`src/rtl/usb2_xfer_sched.sv`:
```
// usb2_xfer_sched: per-token transaction scheduler between the USB 2.0 packet
// layer and the endpoint buffer mux. It selects the endpoint, returns the
// GO/NAK/STALL decision, releases IN buffers through the arm handshake and
// pulses the data-toggle advance after each completed transfer.
// Optional build macro: USB2_SCHED_STATS_EN adds the saturating nak_count port.
//
// state       | meaning
// ------------+--------------------------------------------------------------
// S_IDLE      | waiting for a token; sel_endp holds its last value
// S_SEL       | one-cycle settle of the endpoint mux after selection
// S_CHECK     | sample buffer status, latch GO/NAK/STALL decision
// S_RESP      | present tok_resp_valid / tok_resp for one cycle
// S_WAIT_DONE | GO issued, waiting for xfer_done or xfer_abort
// S_ARM       | buf_out_arm held until ack or timeout
// S_TOGGLE    | one-cycle data_toggle_act pulse

module usb2_xfer_sched #(
   parameter int unsigned NUM_ENDP    = 3,
   parameter logic [15:0] IN_MASK     = 16'h0003,
   parameter logic [15:0] OUT_MASK    = 16'h0005,
   parameter int unsigned ARM_TIMEOUT = 15
) (
   input  logic        phy_clk,
   input  logic        reset_n,
   input  logic        tok_valid,
   input  logic [3:0]  tok_endp,
   input  logic        tok_in,
   input  logic        tok_setup,
   input  logic        xfer_done,
   input  logic        xfer_abort,
   input  logic        buf_out_hasdata,
   input  logic        buf_in_ready,
   input  logic        buf_out_arm_ack,
   output logic [3:0]  sel_endp,
   output logic        buf_out_arm,
   output logic        data_toggle_act,
   output logic        tok_resp_valid,
   output logic [1:0]  tok_resp,
   output logic        busy,
   output logic        err_overrun,
   output logic        err_timeout
`ifdef USB2_SCHED_STATS_EN
   ,
   output logic [15:0] nak_count
`endif
);

   localparam logic [1:0] RESP_GO    = 2'd0;
   localparam logic [1:0] RESP_NAK   = 2'd1;
   localparam logic [1:0] RESP_STALL = 2'd2;
   localparam logic [7:0] ARM_LAST   = 8'(ARM_TIMEOUT - 1);

   typedef enum logic [2:0] {
      S_IDLE,
      S_SEL,
      S_CHECK,
      S_RESP,
      S_WAIT_DONE,
      S_ARM,
      S_TOGGLE
   } state_t;

   state_t      r_state;
   state_t      w_state_nxt;
   logic [3:0]  r_sel;
   logic        r_in;
   logic        r_setup;
   logic [1:0]  r_resp;
   logic [7:0]  r_arm_cnt;
   logic        r_err_ovr;
   logic        r_err_tmo;
   logic        w_dir_in;
   logic        w_dir_ok;
   logic [1:0]  w_decision;
   logic        w_arm_tmo;

   // SETUP is an OUT-direction token regardless of tok_in
   assign w_dir_in  = r_in & ~r_setup;
   assign w_arm_tmo = (r_arm_cnt == ARM_LAST);

   // GO/NAK/STALL decision in priority order, sampled in S_CHECK
   always_comb begin
      w_decision = RESP_GO;
      w_dir_ok   = w_dir_in ? IN_MASK[r_sel] : OUT_MASK[r_sel];
      if (32'(r_sel) >= NUM_ENDP) begin
         w_decision = RESP_STALL;
      end else if (!w_dir_ok) begin
         w_decision = RESP_STALL;
      end else if (r_setup && (r_sel != 4'd0)) begin
         w_decision = RESP_STALL;
      end else if (w_dir_in) begin
         w_decision = buf_out_hasdata ? RESP_GO : RESP_NAK;
      end else begin
         w_decision = buf_in_ready ? RESP_GO : RESP_NAK;
      end
   end

   // next-state logic
   always_comb begin
      w_state_nxt = r_state;
      case (r_state)
         S_IDLE:      if (tok_valid) w_state_nxt = S_SEL;
         S_SEL:       w_state_nxt = S_CHECK;
         S_CHECK:     w_state_nxt = S_RESP;
         S_RESP:      w_state_nxt = (r_resp == RESP_GO) ? S_WAIT_DONE : S_IDLE;
         S_WAIT_DONE: begin
            if (xfer_abort) begin
               w_state_nxt = S_IDLE;
            end else if (xfer_done) begin
               w_state_nxt = w_dir_in ? S_ARM : S_TOGGLE;
            end
         end
         S_ARM: begin
            if (buf_out_arm_ack) begin
               w_state_nxt = S_TOGGLE;
            end else if (w_arm_tmo) begin
               w_state_nxt = S_IDLE;
            end
         end
         S_TOGGLE:    w_state_nxt = S_IDLE;
         default:     w_state_nxt = S_IDLE;
      endcase
   end

   // state register
   always_ff @(posedge phy_clk or negedge reset_n) begin
      if (!reset_n) r_state <= S_IDLE;
      else          r_state <= w_state_nxt;
   end

   // token capture; endpoint select only changes on token acceptance
   always_ff @(posedge phy_clk or negedge reset_n) begin
      if (!reset_n) begin
         r_sel   <= 4'd0;
         r_in    <= 1'b0;
         r_setup <= 1'b0;
      end else if (r_state == S_IDLE && tok_valid) begin
         r_sel   <= tok_endp;
         r_in    <= tok_in;
         r_setup <= tok_setup;
      end
   end

   // decision register
   always_ff @(posedge phy_clk or negedge reset_n) begin
      if (!reset_n)                r_resp <= RESP_GO;
      else if (r_state == S_CHECK) r_resp <= w_decision;
   end

   // arm timeout counter, cleared before entering S_ARM
   always_ff @(posedge phy_clk or negedge reset_n) begin
      if (!reset_n)                    r_arm_cnt <= 8'd0;
      else if (r_state == S_WAIT_DONE) r_arm_cnt <= 8'd0;
      else if (r_state == S_ARM)       r_arm_cnt <= r_arm_cnt + 8'd1;
   end

   // sticky error flags, cleared only by reset
   always_ff @(posedge phy_clk or negedge reset_n) begin
      if (!reset_n) begin
         r_err_ovr <= 1'b0;
         r_err_tmo <= 1'b0;
      end else begin
         if (tok_valid && r_state != S_IDLE) r_err_ovr <= 1'b1;
         if (r_state == S_ARM && !buf_out_arm_ack && w_arm_tmo) r_err_tmo <= 1'b1;
      end
   end

`ifdef USB2_SCHED_STATS_EN
   logic [15:0] r_nak_cnt;

   // saturating count of NAK responses
   always_ff @(posedge phy_clk or negedge reset_n) begin
      if (!reset_n) begin
         r_nak_cnt <= 16'd0;
      end else if (r_state == S_RESP && r_resp == RESP_NAK && r_nak_cnt != 16'hFFFF) begin
         r_nak_cnt <= r_nak_cnt + 16'd1;
      end
   end

   assign nak_count = r_nak_cnt;
`endif

   assign sel_endp        = r_sel;
   assign busy            = (r_state != S_IDLE);
   assign buf_out_arm     = (r_state == S_ARM);
   assign data_toggle_act = (r_state == S_TOGGLE);
   assign tok_resp_valid  = (r_state == S_RESP);
   assign tok_resp        = (r_state == S_RESP) ? r_resp : 2'd0;
   assign err_overrun     = r_err_ovr;
   assign err_timeout     = r_err_tmo;

endmodule

```
`config.mk`:
```
export PLATFORM = sky130hd
export DESIGN_NAME = usb2_xfer_sched
export DESIGN_NICKNAME = d
export VERILOG_FILES = /design/src/rtl/usb2_xfer_sched.sv
export SDC_FILE = /design/constraint.sdc
export NUM_CORES = 1
export LEC_CHECK = 0
export CAP_MARGIN = 10
export CORE_AREA = 2 2 48 58
export DETAILED_ROUTE_END_ITERATION = 10
export DIE_AREA = 0 0 50 60
export PLACE_DENSITY = 0.81
export SKIP_CTS_REPAIR_TIMING = 1
export SLEW_MARGIN = 20
export SYNTH_ARGS = -nofsm -noshare
export SYNTH_HDL_FRONTEND = slang
export SYNTH_SLANG_ARGS = --single-unit
```
`constraint.sdc`:
```
create_clock -name phy_clk -period 2.5 [get_ports phy_clk]
set_clock_uncertainty 0.2 [all_clocks]
set_input_delay 0.5 -clock phy_clk [delete_from_list [all_inputs] [get_ports phy_clk]]
set_output_delay 0.5 -clock phy_clk [all_outputs]
set_load 0.05 [all_outputs]
```
* After elaboration in Yosys (flattened, before gate mapping)
Memories as Yosys holds them, arrays and structs flattened. Index checks and enable logic that the tools add are counted.
Word-level totals: register bits 21, bits in read-only memories 32, input port bits 14, output and inout bits 12, word-level logic and storage cells 57, memories 2
Operators by class: $add $sub $neg 1, order comparisons 2, equal/unequal tests 10, mux-type cells 20, bitwise gates (word level) 2, reduce and logical (&&, ||, !) cells 12
Memory list:
- (no name shown) | words 16, bits a word 1, rd ports 1, clocked after Yosys merged registers in 0, wr ports 0, line 84 | w_dir_ok = w_dir_in ? IN_MASK[r_sel] : OUT_MASK[r_sel];
- (no name shown) | words 16, bits a word 1, rd ports 1, clocked after Yosys merged registers in 0, wr ports 0, line 84
Operators by type and width (count):
- $mux 3 | 6
- $pmux 3 s6 | 1
- $mux 8 | 2
- $mux 2 | 5
- $eq 3x3->1 const B | 3
- $add 8x1->8 const B | 1
- $eq 8x4->1 const B | 1
- $eq 3x2->1 const B | 2
- $mux 1 | 6
- $logic_and 1x1->1 | 5
- $lt 4x5->1 const B | 1
- $ge 4x2->1 const B | 1
- $reduce_bool 4->1 | 1
- $eq 3x1->1 const B | 1
- $logic_not 3->1 | 1
- $ne 3x2->1 const B | 1
- $ne 3x3->1 const B | 1
- $reduce_and 3->1 | 1
- $reduce_bool 3->1 | 1
- $logic_not 2->1 | 1
- $ne 2x2->1 const B | 1
- $reduce_bool 2->1 | 1
- $and 1x1->1 | 1
- $logic_not 1->1 | 1
- $not 1->1 | 1

* Longest topological paths before layout
word-level depth 6, mapped depth 6, depth with buffers taken out 6

* Worst setup path after synthesis
Ideal clock, no wire load.
kind register to output, start point register r_state[2], end point output tok_resp[0], arrival 1.806 ns, required time 1.800 ns, slack -0.006 ns, stages on the path, launching flop included 4, buffers on the path 1, cell sequence dfrtp_1 > buf_2 > nor2_1 > and2_1
Between the ends: longest elaborated chain between the ends 2
RTL lines:
- start, declared | line 63 | state_t r_state;
- start signal, assigned | line 128 | else r_state <= w_state_nxt;
- $eq 3x2->1
- net tok_resp_valid | line 37 | output logic tok_resp_valid,
- $mux 2 | line 188 | assign tok_resp = (r_state == S_RESP) ? r_resp : 2'd0;
- end, declared | line 38 | output logic [1:0] tok_resp,
The timed path passes the listed nets, and every way through them passes these cells.

* Worst setup path after layout
start point register r_state[0], end point output tok_resp[1]
Between the ends: longest elaborated chain between the ends 2
RTL lines (line):
- $eq 3x2->1 | 188
- $mux 2 | 188
Every way passes these cells.

==> results.py <==
metrics = {
    "routing": {
        "ant_nets": 0,
        "routed_wl_um": 2350,
        "vias": 921,
        "via_per_inst": 5.29,
        "drt_iter0_markers": 18,
        "wl_per_cell_um": 13.5,
        "firstDrtPassIters": 5,
        "drcViolationCount": 0,
    },
    "synth": {
        "synthAdderAreaFrac": 0.0224,
        "synth-simple-area-share": 0.218,
        "synth_top_area_cell": "dfrtp_1",
        "synth_mux_area_frac": 0.115,
        "synth_cell_types": 33,
        "synth_area_leaders": "dfrtp_1, mux2_2, nand2_1",
        "synthXorXnorAreaFrac": 0,
        "synth.net_count": 131,
        "syn_area_um2": 1120,
        "avgSynthCellArea_um2": 9.73,
        "yosysWarnings": 0,
        "synth_top_area_frac": 0.470,
        "synth_compound_area_frac": 0.141,
        "yosysSeqAreaShare": 0.470,
        "syn_inst": 115,
        "synth_top_family_by_area": "simple AND/OR/NAND/NOR gates",
        "synth_seq_cells": 21,
    },
    "pwr": {
        "p_leak_nw": 0.647,
        "worst_ir_drop_vdd_mv": 0.993,
        "power_density_nw_per_um2": 1190,
    },
    "placement": {
        "gp_congestion": 0.760,
        "port_buffers": 25,
        "hpwl_um": 1750,
        "placed_area_um2": 1420,
    },
    "worst_setup_path": {
        "startpoint_type": "flop",
        "required_ns": 1.80,
        "r2r_slack_ns": 0.59,
        "crit_start": "r_state[0]",
        "path_max_fanout": 14,
        "cp-end-kind": "output port",
        "reg2regPathDepth": 6,
        "path_class": "flop to output port",
        "crit_end": "tok_resp[1]",
        "reg2reg_to": "r_state[0]",
        "critPathArrivalTime_ns": 1.56,
        "reg2reg_from": "r_arm_cnt[0]",
    },
    "global_route": {
        "overflow": 0,
        "grt_max_degree": 22,
        "grt_antenna_before_repair": 0,
        "grt_pass1_vias": 948,
        "gr-usage-all-layers": 0.185,
        "grt_pass1_wl_um": 4230,
    },
    "cells_and_area": {
        "drive_above_1_share": 0.170,
        "insertedDiodeCount": 0,
        "fin_area_um2": 1450,
        "fill_cells": 199,
        "synthToLayoutAreaGrowth_pct": 29.8,
        "finalNetCount": 158,
    },
    "sta": {
        "grt_setup_unrepaired": "no",
        "slew_headroom": 0.657,
        "tightest_slew_ns": 0.513,
        "slew_violations": 0,
        "timing.final.crit_period_ns": 2.26,
        "timing.final.crit_share": 0.904,
        "max_freq_mhz": 442,
        "hold_viol": 0,
        "setup_tns_ns": 0,
        "setup_viol": 0,
        "whs_ns": 0.281,
    },
    "floorplan": {
        "dieArea_um2": 3000,
        "die_width_um": 50,
        "rows": 20,
        "die_y_um": 60,
        "core_area_um2": 2480,
        "start_util": 0.452,
        "io_pins": 26,
    },
    "run_status": {
        "status": "complete, no violations",
    },
    "worst_hold_path": {
        "hold_class": "flop to flop",
    },
    "run": {
        "cap_violations": 0,
    },
    "clock_network": {
        "cts_tree": "done",
        "cts_max_level": 1,
        "cts-root-buf": "clkbuf_4",
        "cts_made_buffers": 3,
        "path_clk_slew_ns": 0.13,
        "cts_num_sinks": 21,
        "clockBufferDepth": 2,
        "clk-insertion-delay-late_ns": 0.31,
    },
}
registers in the layout (all words and copies together) (netlist names):
name and count:
err_overrun 1, err_timeout 1, r_arm_cnt 8, r_in 1
r_resp 2, r_setup 1, r_state 3, sel_endp 4
critical path: stages (launching register included):
cell     delay, ns
dfrtp_1       0.61
nand2_1       0.12
nor2_2        0.18
and2_1        0.21
buf_12        0.15
metal layers:
layer  track usage  share of wire
met5             0              0
met4        0.0516         0.0059
met3        0.0375          0.040
met2         0.333           0.51
met1         0.225           0.44
cell usage in the layout, fill, tap and decap left out, types with 2 or more instances in the layout:
cell type,instances
a21oi_1,3
mux2i_1,5
ha_1,2
nor3_1,3
a21o_1,2
buf_12,3
nor2_1,10
nand4_1,3
o21ai_0,9
nand2_1,14
clkdlybuf4s50_1,19
inv_1,5
nand3_1,4
nand2b_1,2
dfrtp_1,21
mux2_2,7
and2_1,3
buf_4,4
clkbuf_4,3
o31ai_1,2
worst min path at each step:
stage	start	end	slack, ns	depth (start not counted)
2_1_floorplan	reset_n	err_overrun	0.004	0
3_3_place_gp	err_overrun	err_overrun	0.24	1
3_5_place_dp	err_timeout	err_timeout	0.26	1
4_1_cts	err_timeout	err_timeout	0.29	1
5_1_grt	err_timeout	err_timeout	0.32	1
6_report	err_timeout	err_timeout	0.28	1
layout make-up:
cell class / count / area [um^2] / share of cell area
clock buffers: 3 / 22.5 / 0.0155
clock inverters: 1 / 5.00 / 0.00345
inverters: 5 / 18.8 / 0.0129
multi-input cells: 85 / 558 / 0.384
flip-flops and latches: 21 / 526 / 0.362
well taps: 33 / 41.3 / 0.0284
repair buffers: 26 / 280 / 0.193
synth_stat cells (all sizes together):
library cell	instances
o21ai	9
a21oi	3
nand3	4
nor3	3
ha	2
dfrtp	21
nand4	3
nor3b	1
or3	2
clkbuf	1
a21o	3
a22oi	1
nand2	14
o31ai	2
and2	3
mux2i	5
nand2b	2
o22ai	1
buf	3
a311oi	1
a31o	1
inv	5
and3	1
a32o	1
a22o	1
nor2	12
o31a	1
and2b	1
mux2	7
or4b	1
stage by stage:
step	power [mW]	util	cells	worst slack [ns]
floorplan	1.28	-	115	0.266
global placement	1.52	0.575	170	0.569
detailed placement	1.56	0.575	170	0.536
CTS	1.73	0.586	174	0.247
global route	1.86	0.586	174	0.143
finish	1.72	0.586	174	0.240
where the power goes:
| group | total (mW) | internal [mW] | leakage (nW) | switching [mW] |
|---|---|---|---|---|
| logic | 0.906 | 0.384 | 0.373 | 0.522 |
| registers | 0.648 | 0.467 | 0.257 | 0.181 |
| clock network | 0.168 | 0.0597 | 0.0177 | 0.109 |
logic make-up (layout without fill, tap and decap cells):
| kind of cell | after synthesis | count (layout) |
|---|---|---|
| multiplexers | 12 | 12 |
| AND/OR/NAND/NOR | 47 | 47 |
| adder cells (fa/ha/maj) | 2 | 2 |
| AO/OA/AOI/OAI | 24 | 24 |
| buffers and inverters | 9 | 35 |
| flip-flops | 21 | 21 |
Note: power is estimated with default switching activity, not from simulation.
